===== src/rtl/cpu_pkg.sv =====
// Shared fetch-unit definitions: FSM state encoding and the prefetch depth legality rule.
package cpu_pkg;

  typedef enum logic [1:0] {
    ST_RUN      = 2'd0,
    ST_WAIT_BTN = 2'd1,
    ST_HALTED   = 2'd2
  } fetch_state_t;

  localparam int unsigned QDEPTH_MIN = 2;
  localparam int unsigned QDEPTH_MAX = 8;

  function automatic bit qdepth_legal(input int unsigned depth);
    return (depth >= QDEPTH_MIN) && (depth <= QDEPTH_MAX);
  endfunction

endpackage


===== src/rtl/fetch_queue.sv =====
// Prefetch FIFO with synchronous flush and occupancy count; head visible the edge after push.
// Backpressure: pop_rdy only removes an entry when one is present; a push when full is dropped, so the producer must respect count.
module fetch_queue #(
  parameter  int DEPTH = 2,
  parameter  int WIDTH = 8,
  localparam int CNT_W = $clog2(DEPTH + 1)
) (
  input  logic             clock,
  input  logic             reset,
  input  logic             flush,
  input  logic             push_vld,
  input  logic [WIDTH-1:0] push_dat,
  input  logic             pop_rdy,
  output logic             head_vld,
  output logic [WIDTH-1:0] head_dat,
  output logic [CNT_W-1:0] count
);

  localparam int PTR_W = $clog2(DEPTH);

  logic [WIDTH-1:0] mem [DEPTH];
  logic [PTR_W-1:0] rd_ptr;
  logic [PTR_W-1:0] wr_ptr;
  logic             do_push;
  logic             do_pop;

  // Pointers wrap explicitly so depths that are not a power of two work.
  function automatic logic [PTR_W-1:0] bump(input logic [PTR_W-1:0] p);
    return (p == PTR_W'(DEPTH - 1)) ? '0 : p + 1'b1;
  endfunction

  assign do_pop   = pop_rdy && (count != '0);
  assign do_push  = push_vld && !flush && ((count != CNT_W'(DEPTH)) || do_pop);
  assign head_vld = (count != '0);
  assign head_dat = mem[rd_ptr];

  always_ff @(posedge clock or posedge reset) begin
    if (reset) begin
      rd_ptr <= '0;
      wr_ptr <= '0;
      count  <= '0;
    end else if (flush) begin
      rd_ptr <= '0;
      wr_ptr <= '0;
      count  <= '0;
    end else begin
      if (do_push) wr_ptr <= bump(wr_ptr);
      if (do_pop)  rd_ptr <= bump(rd_ptr);
      case ({do_push, do_pop})
        2'b10:   count <= count + 1'b1;
        2'b01:   count <= count - 1'b1;
        default: count <= count;
      endcase
    end
  end

  always_ff @(posedge clock) begin
    if (do_push) mem[wr_ptr] <= push_dat;
  end

endmodule


===== src/rtl/instr_fetch_unit.sv =====
// Instruction fetch: sequential prefetch from a 1-cycle synchronous ROM into a small queue; first word valid 2 edges after issue start.
// Backpressure: instr_ready stalls the head; issue throttles on queue+in-flight occupancy so nothing is ever dropped.
module instr_fetch_unit
  import cpu_pkg::*;
#(
  parameter int ADDR_W  = 8,
  parameter int INSTR_W = 32,
  parameter int QDEPTH  = 2
) (
  input  logic               clock,
  input  logic               reset,
  output logic [ADDR_W-1:0]  rom_addr,
  input  logic [INSTR_W-1:0] rom_data,
  input  logic               redirect_valid,
  input  logic [ADDR_W-1:0]  redirect_addr,
  input  logic               halt,
  input  logic               input_wait,
  input  logic               button,
  output logic               instr_valid,
  output logic [INSTR_W-1:0] instr_data,
  output logic [ADDR_W-1:0]  instr_pc,
  output logic [ADDR_W-1:0]  instr_link,
  input  logic               instr_ready,
  output logic [1:0]         state
);

  localparam int CNT_W   = $clog2(QDEPTH + 1);
  localparam int ENTRY_W = ADDR_W + INSTR_W;

  if (!qdepth_legal(QDEPTH)) begin : g_bad_qdepth
    $error("instr_fetch_unit: QDEPTH must lie in 2..8");
  end

  fetch_state_t       cur_state;
  logic [ADDR_W-1:0]  pc;
  logic [ADDR_W-1:0]  inflight_pc;
  logic               inflight;
  logic               btn_meta;
  logic               btn_sync;
  logic               btn_prev;
  logic               btn_rise;
  logic               handshake;
  logic               take_halt;
  logic               take_redirect;
  logic               take_wait;
  logic               flush;
  logic               issue;
  logic [CNT_W-1:0]   q_count;
  logic [CNT_W:0]     occupancy;
  logic               head_vld;
  logic [ENTRY_W-1:0] head_dat;

  assign rom_addr    = pc;
  assign state       = cur_state;
  assign instr_valid = head_vld && (cur_state == ST_RUN);
  assign instr_pc    = head_dat[ENTRY_W-1:INSTR_W];
  assign instr_data  = head_dat[INSTR_W-1:0];
  assign instr_link  = instr_pc + ADDR_W'(1);
  assign handshake   = instr_valid && instr_ready;
  assign btn_rise    = btn_sync && !btn_prev;

  // Edge priority: halt, then redirect, then input_wait, then plain issue.
  assign take_halt     = handshake && halt;
  assign take_redirect = redirect_valid && (cur_state != ST_HALTED) && !take_halt;
  assign take_wait     = handshake && input_wait && !take_halt && !take_redirect;
  assign flush         = take_halt || take_redirect;

  // The head leaving this edge frees a slot, which keeps back-to-back delivery at QDEPTH=2.
  assign occupancy = {1'b0, q_count} + (CNT_W+1)'(inflight) - (CNT_W+1)'(handshake);
  assign issue     = (cur_state == ST_RUN) && !flush && !take_wait &&
                     (occupancy < (CNT_W+1)'(QDEPTH));

  fetch_queue #(
    .DEPTH (QDEPTH),
    .WIDTH (ENTRY_W)
  ) u_queue (
    .clock    (clock),
    .reset    (reset),
    .flush    (flush),
    .push_vld (inflight),
    .push_dat ({inflight_pc, rom_data}),
    .pop_rdy  (handshake),
    .head_vld (head_vld),
    .head_dat (head_dat),
    .count    (q_count)
  );

  always_ff @(posedge clock or posedge reset) begin
    if (reset) begin
      cur_state   <= ST_RUN;
      pc          <= '0;
      inflight    <= 1'b0;
      inflight_pc <= '0;
      btn_meta    <= 1'b0;
      btn_sync    <= 1'b0;
      btn_prev    <= 1'b0;
    end else begin
      btn_meta <= button;
      btn_sync <= btn_meta;
      btn_prev <= btn_sync;

      // A flush clears issue, so the in-flight word is discarded rather than pushed next edge.
      inflight <= issue;
      if (issue) inflight_pc <= pc;

      if (take_redirect)  pc <= redirect_addr;
      else if (issue)     pc <= pc + ADDR_W'(1);

      case (cur_state)
        ST_RUN: begin
          if (take_halt)      cur_state <= ST_HALTED;
          else if (take_wait) cur_state <= ST_WAIT_BTN;
        end
        ST_WAIT_BTN: begin
          if (btn_rise) cur_state <= ST_RUN;
        end
        default: cur_state <= ST_HALTED;
      endcase
    end
  end

endmodule

===== config.mk =====
export PLATFORM = sky130hd
export DESIGN_NAME = instr_fetch_unit
export DESIGN_NICKNAME = d
export VERILOG_FILES = /design/src/rtl/cpu_pkg.sv /design/src/rtl/fetch_queue.sv /design/src/rtl/instr_fetch_unit.sv
export SDC_FILE = /design/constraint.sdc
export NUM_CORES = 1
export LEC_CHECK = 0
export ABC_CLOCK_PERIOD_IN_PS = 3400
export CORE_ASPECT_RATIO = 0.9
export CORE_UTILIZATION = 56
export CTS_CLUSTER_SIZE = 40
export DETAILED_ROUTE_END_ITERATION = 6
export DONT_BUFFER_PORTS = 1
export PLACE_DENSITY_LB_ADDON = 0.15
export SKIP_CTS_REPAIR_TIMING = 1
export SLEW_MARGIN = 20
export SYNTH_ARGS = -nofsm -noshare
export SYNTH_HDL_FRONTEND = slang
export SYNTH_SLANG_ARGS = --single-unit

===== constraint.sdc =====
create_clock -name clock -period 3.4 [get_ports clock]
set_clock_uncertainty 0.2 [all_clocks]
set_input_delay 0.68 -clock clock [delete_from_list [all_inputs] [get_ports clock]]
set_output_delay 0.68 -clock clock [all_outputs]
set_load 0.02 [all_outputs]

Word-level counts from Yosys, hierarchy flattened
Memories as Yosys holds them, arrays and structs flattened.
Cells that the tools add are included.
{ "op_classes": {"addsub": 8, "order_cmp": 1, "n_eq_ne": 7, "mux": 16, "n_reduce_logical": 29} }
{ "ops": {"columns": ["cell", "n"], "rows": [
  ["$add A8 B1 Y8 const B", 2],
  ["$mux W8", 2],
  ["$logic_and A1 B1 Y1", 15],
  ["$mux W1", 8],
  ["$mux W2", 4],
  ["$pmux W2 S2", 2],
  ["$reduce_bool A2 Y1", 4],
  ["$ne A2 B2 Y1 const B", 3],
  ["$logic_not A1 Y1", 5],
  ["$eq A2 B1 Y1 const B", 2],
  ["$add A2 B1 Y3", 1],
  ["$lt A3 B2 Y1 const B", 1],
  ["$ne A3 B3 Y1 const B", 1],
  ["$reduce_bool A3 Y1", 1],
  ["$sub A3 B1 Y3", 1],
  ["$add A1 B1 Y1 const B", 2],
  ["$add A2 B1 Y2 const B", 1],
  ["$eq A2 B2 Y1 const B", 1],
  ["$logic_not A2 Y1", 1],
  ["$logic_or A1 B1 Y1", 2],
  ["$reduce_and A2 Y1", 1],
  ["$sub A2 B1 Y2 const B", 1]
]} }
{ "word_totals": {"ff_bits": 26, "mem_bits_rw": 80, "inputBits": 47, "output_inout_bits": 59, "elab_cells": 72, "n_memories": 1} }
{ "mem_list": {"columns": ["memory", "depth", "word_bits", "read_ports", "rd_clocked_by_memory_dff", "wr", "line_no", "text"], "rows": [
  ["u_queue.mem", 2, 40, 1, 0, 1, "fetch_queue.sv:21", "logic [WIDTH-1:0] mem [DEPTH];"]
]} }

Longest topological paths before layout
{ "logic_depth": {"depth_word": 13, "ltp_mapped": 12, "ltp_nobuf": 11} }

Hierarchy
From an unflattened synthesis, not the netlist that was laid out.
{ "unflattened": {"cells_unflattened": 263, "area_unflattened_um2": 4354.2} }
{ "modules_own_cells": {"columns": ["mod", "n_inst", "cells_each", "area_each_um2"], "rows": [
  ["fetch_queue", 1, 152, 3133.0],
  ["instr_fetch_unit", 1, 111, 1221.2]
]} }

Worst setup path after synthesis
Ideal clock, no wire load.
{ "synth_timing": {"path_kind": "input-to-reg", "startpoint": "input port instr_ready", "endpoint": "register inflight_pc[0]", "arrival_ns": 3.124, "required_ns": 3.075, "setup_slack_ns": -0.049, "cell_stages": 11, "path_buffers": 1, "cell_sequence": "nor3b_1 -> o21ai_1 -> inv_1 -> ha_1 -> nand2b_1 -> fa_1 -> xnor2_2 -> nand4b_1 -> nor2_2 -> buf_6 -> mux2_4"} }
{ "synth_between": {"elab_chain_len": 9} }
{ "synth_rtl": {"columns": ["item", "line_no", "text"], "rows": [
  ["start, declared", "instr_fetch_unit.sv:23", "input logic instr_ready,"],
  ["$logic_and A1 B1 Y1 *", "instr_fetch_unit.sv:59", "assign handshake = instr_valid && instr_ready;"],
  ["parallel branches: the longest is 7 deep, another holds $sub A3 B1 Y3", null, null],
  ["$logic_and A1 B1 Y1 *", "instr_fetch_unit.sv:70", "assign issue = (cur_state == ST_RUN) && !flush && !take_wait &&"],
  ["net issue", "instr_fetch_unit.sv:47", "logic issue;"],
  ["end signal, assigned", "instr_fetch_unit.sv:104", "if (issue) inflight_pc <= pc;"],
  ["end, declared", "instr_fetch_unit.sv:36", "logic [ADDR_W-1:0] inflight_pc;"]
]} }
Mark *: on every way through the listed nets, which the timed path passes.
A chain may end at the register's enable or synchronous reset.

Worst setup path in the final report
{ "layout_timing": {"startpoint": "register cur_state[0], in the netlist state[0]", "endpoint": "register inflight_pc[7]"} }
{ "layout_between": {"elab_chain_len": 11} }
{ "layout_rtl": {"columns": ["item", "line_no", "text"], "rows": [
  ["start, declared", "instr_fetch_unit.sv:34", "fetch_state_t cur_state;"],
  ["start signal, assigned", "instr_fetch_unit.sv:90", "cur_state <= ST_RUN;"],
  ["start signal, assigned", "instr_fetch_unit.sv:111", "if (take_halt) cur_state <= ST_HALTED;"],
  ["start signal, assigned", "instr_fetch_unit.sv:112", "else if (take_wait) cur_state <= ST_WAIT_BTN;"],
  ["parallel branches: the longest is 10 deep, another holds $sub A3 B1 Y3", null, null],
  ["$logic_and A1 B1 Y1 *", "instr_fetch_unit.sv:70", null]
]} }
Mark *: on every way between the ends.

==> metrics.txt <==
# TYPE chip_impl_metric gauge
chip_impl_metric{name="grt_first_pass_wirelength",unit="um"} 11200
chip_impl_metric{name="internal_power",unit="uW"} 2380
chip_impl_metric{name="remaining_drc_errors",unit=""} 0
chip_impl_metric{name="num_rows",unit=""} 30
chip_impl_metric{name="leakage",unit="uW"} 0.00163
chip_impl_info{name="worst_setup_path_start_kind",value="flip-flop"} 1
chip_impl_metric{name="biggest_fanout_along_the_worst_timing_path",unit=""} 6
chip_impl_info{name="outcome",value="completed"} 1
chip_impl_info{name="synth_top_area_cell",value="sky130_fd_sc_hd__edfxtp_1"} 1
chip_impl_metric{name="place_inst",unit=""} 377
chip_impl_metric{name="synth_register_bits",unit=""} 106
chip_impl_info{name="end_kind",value="flip-flop"} 1
chip_impl_metric{name="finalCritPeriodShare",unit="%"} 95.0
chip_impl_metric{name="maxClockFrequency",unit="MHz"} 310
chip_impl_metric{name="layout.cell_area.non_filler",unit="um2"} 4770
chip_impl_info{name="cp_cell_sequence",value="nor3b_2 -> o21ai_1 -> inv_1 -> ha_1 -> nand2b_1 -> fa_1 -> xnor2_2 -> nand4b_1 -> nor2_2 -> buf_4 -> mux2_2"} 1
chip_impl_metric{name="worst-endpoint-required",unit="ns"} 3.44
chip_impl_metric{name="drt_pre_antenna_iters",unit=""} 4
chip_impl_metric{name="power_frac_comb",unit="%"} 30.4
chip_impl_metric{name="die-height",unit="um"} 86.0
chip_impl_metric{name="placed_cell_area",unit="um2"} 4590
chip_impl_metric{name="grt_use_total",unit="%"} 18.5
chip_impl_metric{name="switching_share",unit="%"} 35.8
chip_impl_metric{name="route.vias.total",unit=""} 2312
chip_impl_info{name="timing.critical_path.slowest_stage_cell",value="sky130_fd_sc_hd__fa_1"} 1
chip_impl_metric{name="post-synth-top-area-fraction",unit="%"} 54.8
chip_impl_metric{name="grt_start_max_net_pins",unit=""} 41
chip_impl_metric{name="timing.critical_path.slowest_cell_delay",unit="ns"} 0.44
chip_impl_metric{name="async_flop_share",unit="%"} 24.5
chip_impl_metric{name="power.density_cell_area",unit="nW/um2"} 778
chip_impl_info{name="synth_ff_type",value="sky130_fd_sc_hd__edfxtp_1"} 1
chip_impl_metric{name="transition_time_at_the_pin_with_the_least_slew_margin",unit="ns"} 0.917
chip_impl_metric{name="gp_congestion",unit=""} 0.862
chip_impl_metric{name="numPortBuffers",unit=""} 0
chip_impl_metric{name="synthesis.area",unit="um2"} 4390
chip_impl_metric{name="synth_enable_flop_cells",unit=""} 80
chip_impl_metric{name="globalRoute.totalOverflow",unit=""} 0
chip_impl_metric{name="synth_cells",unit=""} 276
chip_impl_metric{name="instances_no_fill",unit=""} 393
chip_impl_metric{name="yosys.cell_types.count",unit=""} 46
chip_impl_metric{name="synth.yosys.seq_area_share",unit="%"} 69.6
chip_impl_metric{name="worst_ir_drop_vdd",unit="V"} 0.000505
chip_impl_metric{name="grt_antenna_before_repair",unit=""} 0
chip_impl_metric{name="number_of_max_slew_violations_in_the_final_report",unit=""} 0
chip_impl_metric{name="cts_sinks",unit=""} 106
chip_impl_metric{name="nets",unit=""} 343
chip_impl_info{name="clk_root_buffer_cell",value="sky130_fd_sc_hd__clkbuf_8"} 1
chip_impl_metric{name="drt-total-wl",unit="um"} 7380
chip_impl_metric{name="slew-limit-headroom",unit="%"} 38.5
chip_impl_metric{name="proportion_of_layout_cells_with_a_drive_suffix_above_1",unit="%"} 27.3
chip_impl_metric{name="synth_nets",unit=""} 327
chip_impl_metric{name="core_area",unit="um2"} 7540
chip_impl_metric{name="final_min_period",unit="ns"} 3.23
chip_impl_metric{name="syn_to_final_growth",unit="%"} 8.64
chip_impl_metric{name="final-hold-violation-count",unit=""} 0
chip_impl_info{name="grt_setup_unrepaired",value="no"} 1
chip_impl_metric{name="first_global_vias",unit=""} 2265
chip_impl_info{name="type_of_the_worst_min_delay_path",value="input port to async pin"} 1
chip_impl_metric{name="detailedPlacementHpwl",unit="um"} 5010
chip_impl_metric{name="share_seq_of_total_power",unit="%"} 51.3
chip_impl_metric{name="drtAntennaViolNets",unit=""} 0
chip_impl_metric{name="max_cap_violations",unit=""} 0
chip_impl_metric{name="worst_skew_pair.late_latency",unit="ns"} 0.35
chip_impl_metric{name="setup_viol",unit=""} 0
chip_impl_metric{name="final_core_utilization",unit="%"} 63.2
chip_impl_metric{name="start_util",unit="%"} 58.1
chip_impl_metric{name="dieWidth",unit="um"} 95.3
chip_impl_metric{name="clock_tree.buffer_depth",unit=""} 2
chip_impl_metric{name="via_per_inst",unit=""} 5.88
chip_impl_info{name="main_area_contributors_after_synthesis",value="sky130_fd_sc_hd__edfxtp_1 55%, sky130_fd_sc_hd__dfrtp_1 15%, sky130_fd_sc_hd__mux2_2 9.8%"} 1
chip_impl_metric{name="worst_setup_hold_path_clk_slew",unit="ns"} 0.10
chip_impl_metric{name="cts_max_level",unit=""} 3
chip_impl_metric{name="synthesis.yosys.warnings",unit=""} 0
chip_impl_metric{name="report.power.total",unit="uW"} 3710
chip_impl_info{name="tritoncts",value="built"} 1
chip_impl_metric{name="drt_first_iter_violations",unit=""} 90
chip_impl_metric{name="cts_buffers",unit=""} 9
chip_impl_metric{name="num_antenna_cells",unit=""} 0
chip_impl_metric{name="clock_share_of_power",unit="%"} 18.3
chip_impl_metric{name="p_switching",unit="uW"} 1330
chip_impl_metric{name="crit_arrival",unit="ns"} 3.27
chip_impl_metric{name="syn_avg_cell_area",unit="um2"} 15.9
chip_impl_info{name="critical_path_class",value="flip-flop to flip-flop"} 1
chip_impl_metric{name="dieArea",unit="um2"} 8190
chip_impl_metric{name="post_drt_wl_per_cell",unit="um"} 18.8
chip_impl_metric{name="ioPinCount",unit=""} 106
==> power by group through the flow <==
stage,Clock (uW),Combinational (uW),Sequential [uW]
3_5_place_dp,0,1140,1930
3_3_place_gp,0,1120,1920
5_1_grt,757,1210,1940
4_1_cts,712,1140,1900
6_report,679,1130,1900
2_1_floorplan,0,969,1850
==> final cells by class <==
cell class / count / area, um2
sequential: 106 / 3050
multi-input combinational: 157 / 1280
inverter: 6 / 22.5
clock inverter: 7 / 51.3
timing repair buffer: 12 / 115
fill: 560 / 2780
tap: 96 / 120
clock buffer: 9 / 124
==> layer usage <==
layer  part of all wire, %  global-route usage, %  up-vias
met5                     0                      0        -
met4                  0.60                   4.41        0
met3                   9.2                   7.45        6
met2                    49                   30.3       88
met1                    41                   23.0     1148
li1                      -                      -     1070
==> critical path, delay by kind of cell (launching register included) <==
family,cells,cell delay (ns)
flops,1,0.39
simple gates,4,0.93
fa+ha+maj,2,0.66
buf+inv,2,0.27
compound gates,1,0.15
xor+xnor,1,0.18
mux,1,0.34
==> final timing paths <==
path | cells after the start | end | slack [ns] | from
max | 11 | inflight_pc[7] | 0.17 | state[0]
min | 1 | state[0] | 0.1 | reset
max reg2reg | 11 | inflight_pc[7] | 0.17 | state[0]
min reg2reg | 0 | btn_sync | 0.16 | btn_meta
max in group asynchronous | 1 | u_queue.rd_ptr | 2.44 | reset
min in group clock | 0 | btn_meta | 0.15 | button
==> synthesized netlist by cell type (2+ instances only) <==
| library cell | count |
|---|---|
| sky130_fd_sc_hd__dfrtp_1 | 26 |
| sky130_fd_sc_hd__edfxtp_1 | 80 |
| sky130_fd_sc_hd__nand3_1 | 7 |
| sky130_fd_sc_hd__xor2_1 | 2 |
| sky130_fd_sc_hd__and3_1 | 2 |
| sky130_fd_sc_hd__o22a_1 | 2 |
| sky130_fd_sc_hd__o21ai_0 | 6 |
| sky130_fd_sc_hd__mux2_4 | 6 |
| sky130_fd_sc_hd__nand4_1 | 3 |
| sky130_fd_sc_hd__nand2_1 | 13 |
| sky130_fd_sc_hd__a21oi_1 | 10 |
| sky130_fd_sc_hd__nand2b_1 | 3 |
| sky130_fd_sc_hd__mux2i_1 | 4 |
| sky130_fd_sc_hd__nor2b_1 | 3 |
| sky130_fd_sc_hd__buf_2 | 5 |
| sky130_fd_sc_hd__mux2_2 | 38 |
| sky130_fd_sc_hd__a21o_1 | 2 |
| sky130_fd_sc_hd__nor2_1 | 13 |
| sky130_fd_sc_hd__ha_1 | 3 |
| sky130_fd_sc_hd__inv_1 | 6 |
| sky130_fd_sc_hd__nor3_1 | 7 |
| sky130_fd_sc_hd__xnor2_1 | 9 |
| sky130_fd_sc_hd__o21ai_1 | 3 |
==> logic make-up (layout without fill, tap and decap cells) <==
logic type | after synthesis | after routing | synth area share, %
AND/OR/NAND/NOR | 64 | 64 | 8.10
XOR/XNOR | 12 | 12 | 2.57
AO/OA/AOI/OAI | 29 | 29 | 4.28
multiplexers | 48 | 48 | 12.7
flip-flops | 106 | 106 | 69.6
adder cells (fa/ha/maj) | 4 | 4 | 1.31
buffers and inverters | 13 | 34 | 1.43
==> cells in the final DEF, fill, tap and decap left out, types with 3 or more instances in the layout <==
cell type	synthesis	routed
sky130_fd_sc_hd__xnor2_1	9	9
sky130_fd_sc_hd__o21ai_1	3	3
sky130_fd_sc_hd__mux2i_1	4	4
sky130_fd_sc_hd__ha_1	3	3
sky130_fd_sc_hd__mux2_4	6	6
sky130_fd_sc_hd__nand3_1	7	7
sky130_fd_sc_hd__dfrtp_1	26	25
sky130_fd_sc_hd__nand4_1	3	3
sky130_fd_sc_hd__clkinv_1	0	3
sky130_fd_sc_hd__nor3_1	7	7
sky130_fd_sc_hd__edfxtp_1	80	80
sky130_fd_sc_hd__inv_1	6	5
sky130_fd_sc_hd__buf_4	0	10
sky130_fd_sc_hd__clkbuf_8	0	9
sky130_fd_sc_hd__nor2b_1	3	3
sky130_fd_sc_hd__nor2_1	13	13
sky130_fd_sc_hd__nand2_1	13	13
sky130_fd_sc_hd__a21oi_1	10	10
sky130_fd_sc_hd__o21ai_0	6	6
sky130_fd_sc_hd__nand2b_1	3	3
sky130_fd_sc_hd__mux2_2	38	38
==> per-stage QoR <==
stage	hold slack, ns	setup WS (ns)	TNS, ns
floorplan	0.131	0.0584	0
global placement	0.135	0.0884	0
detailed placement	0.144	-0.0674	-0.530
CTS	0.127	0.197	0
global route	0.121	0.0395	0
finish	0.0965	0.171	0
==> flip-flops by register name (all words and copies together) (netlist names) <==
signal	cells
state	2
inflight_pc	8
btn_sync	1
u_queue.rd_ptr	1
inflight	1
u_queue.mem	80
u_queue.count	2
u_queue.wr_ptr	1
btn_prev	1
btn_meta	1
rom_addr	8
(Power assumes the default switching activity.)
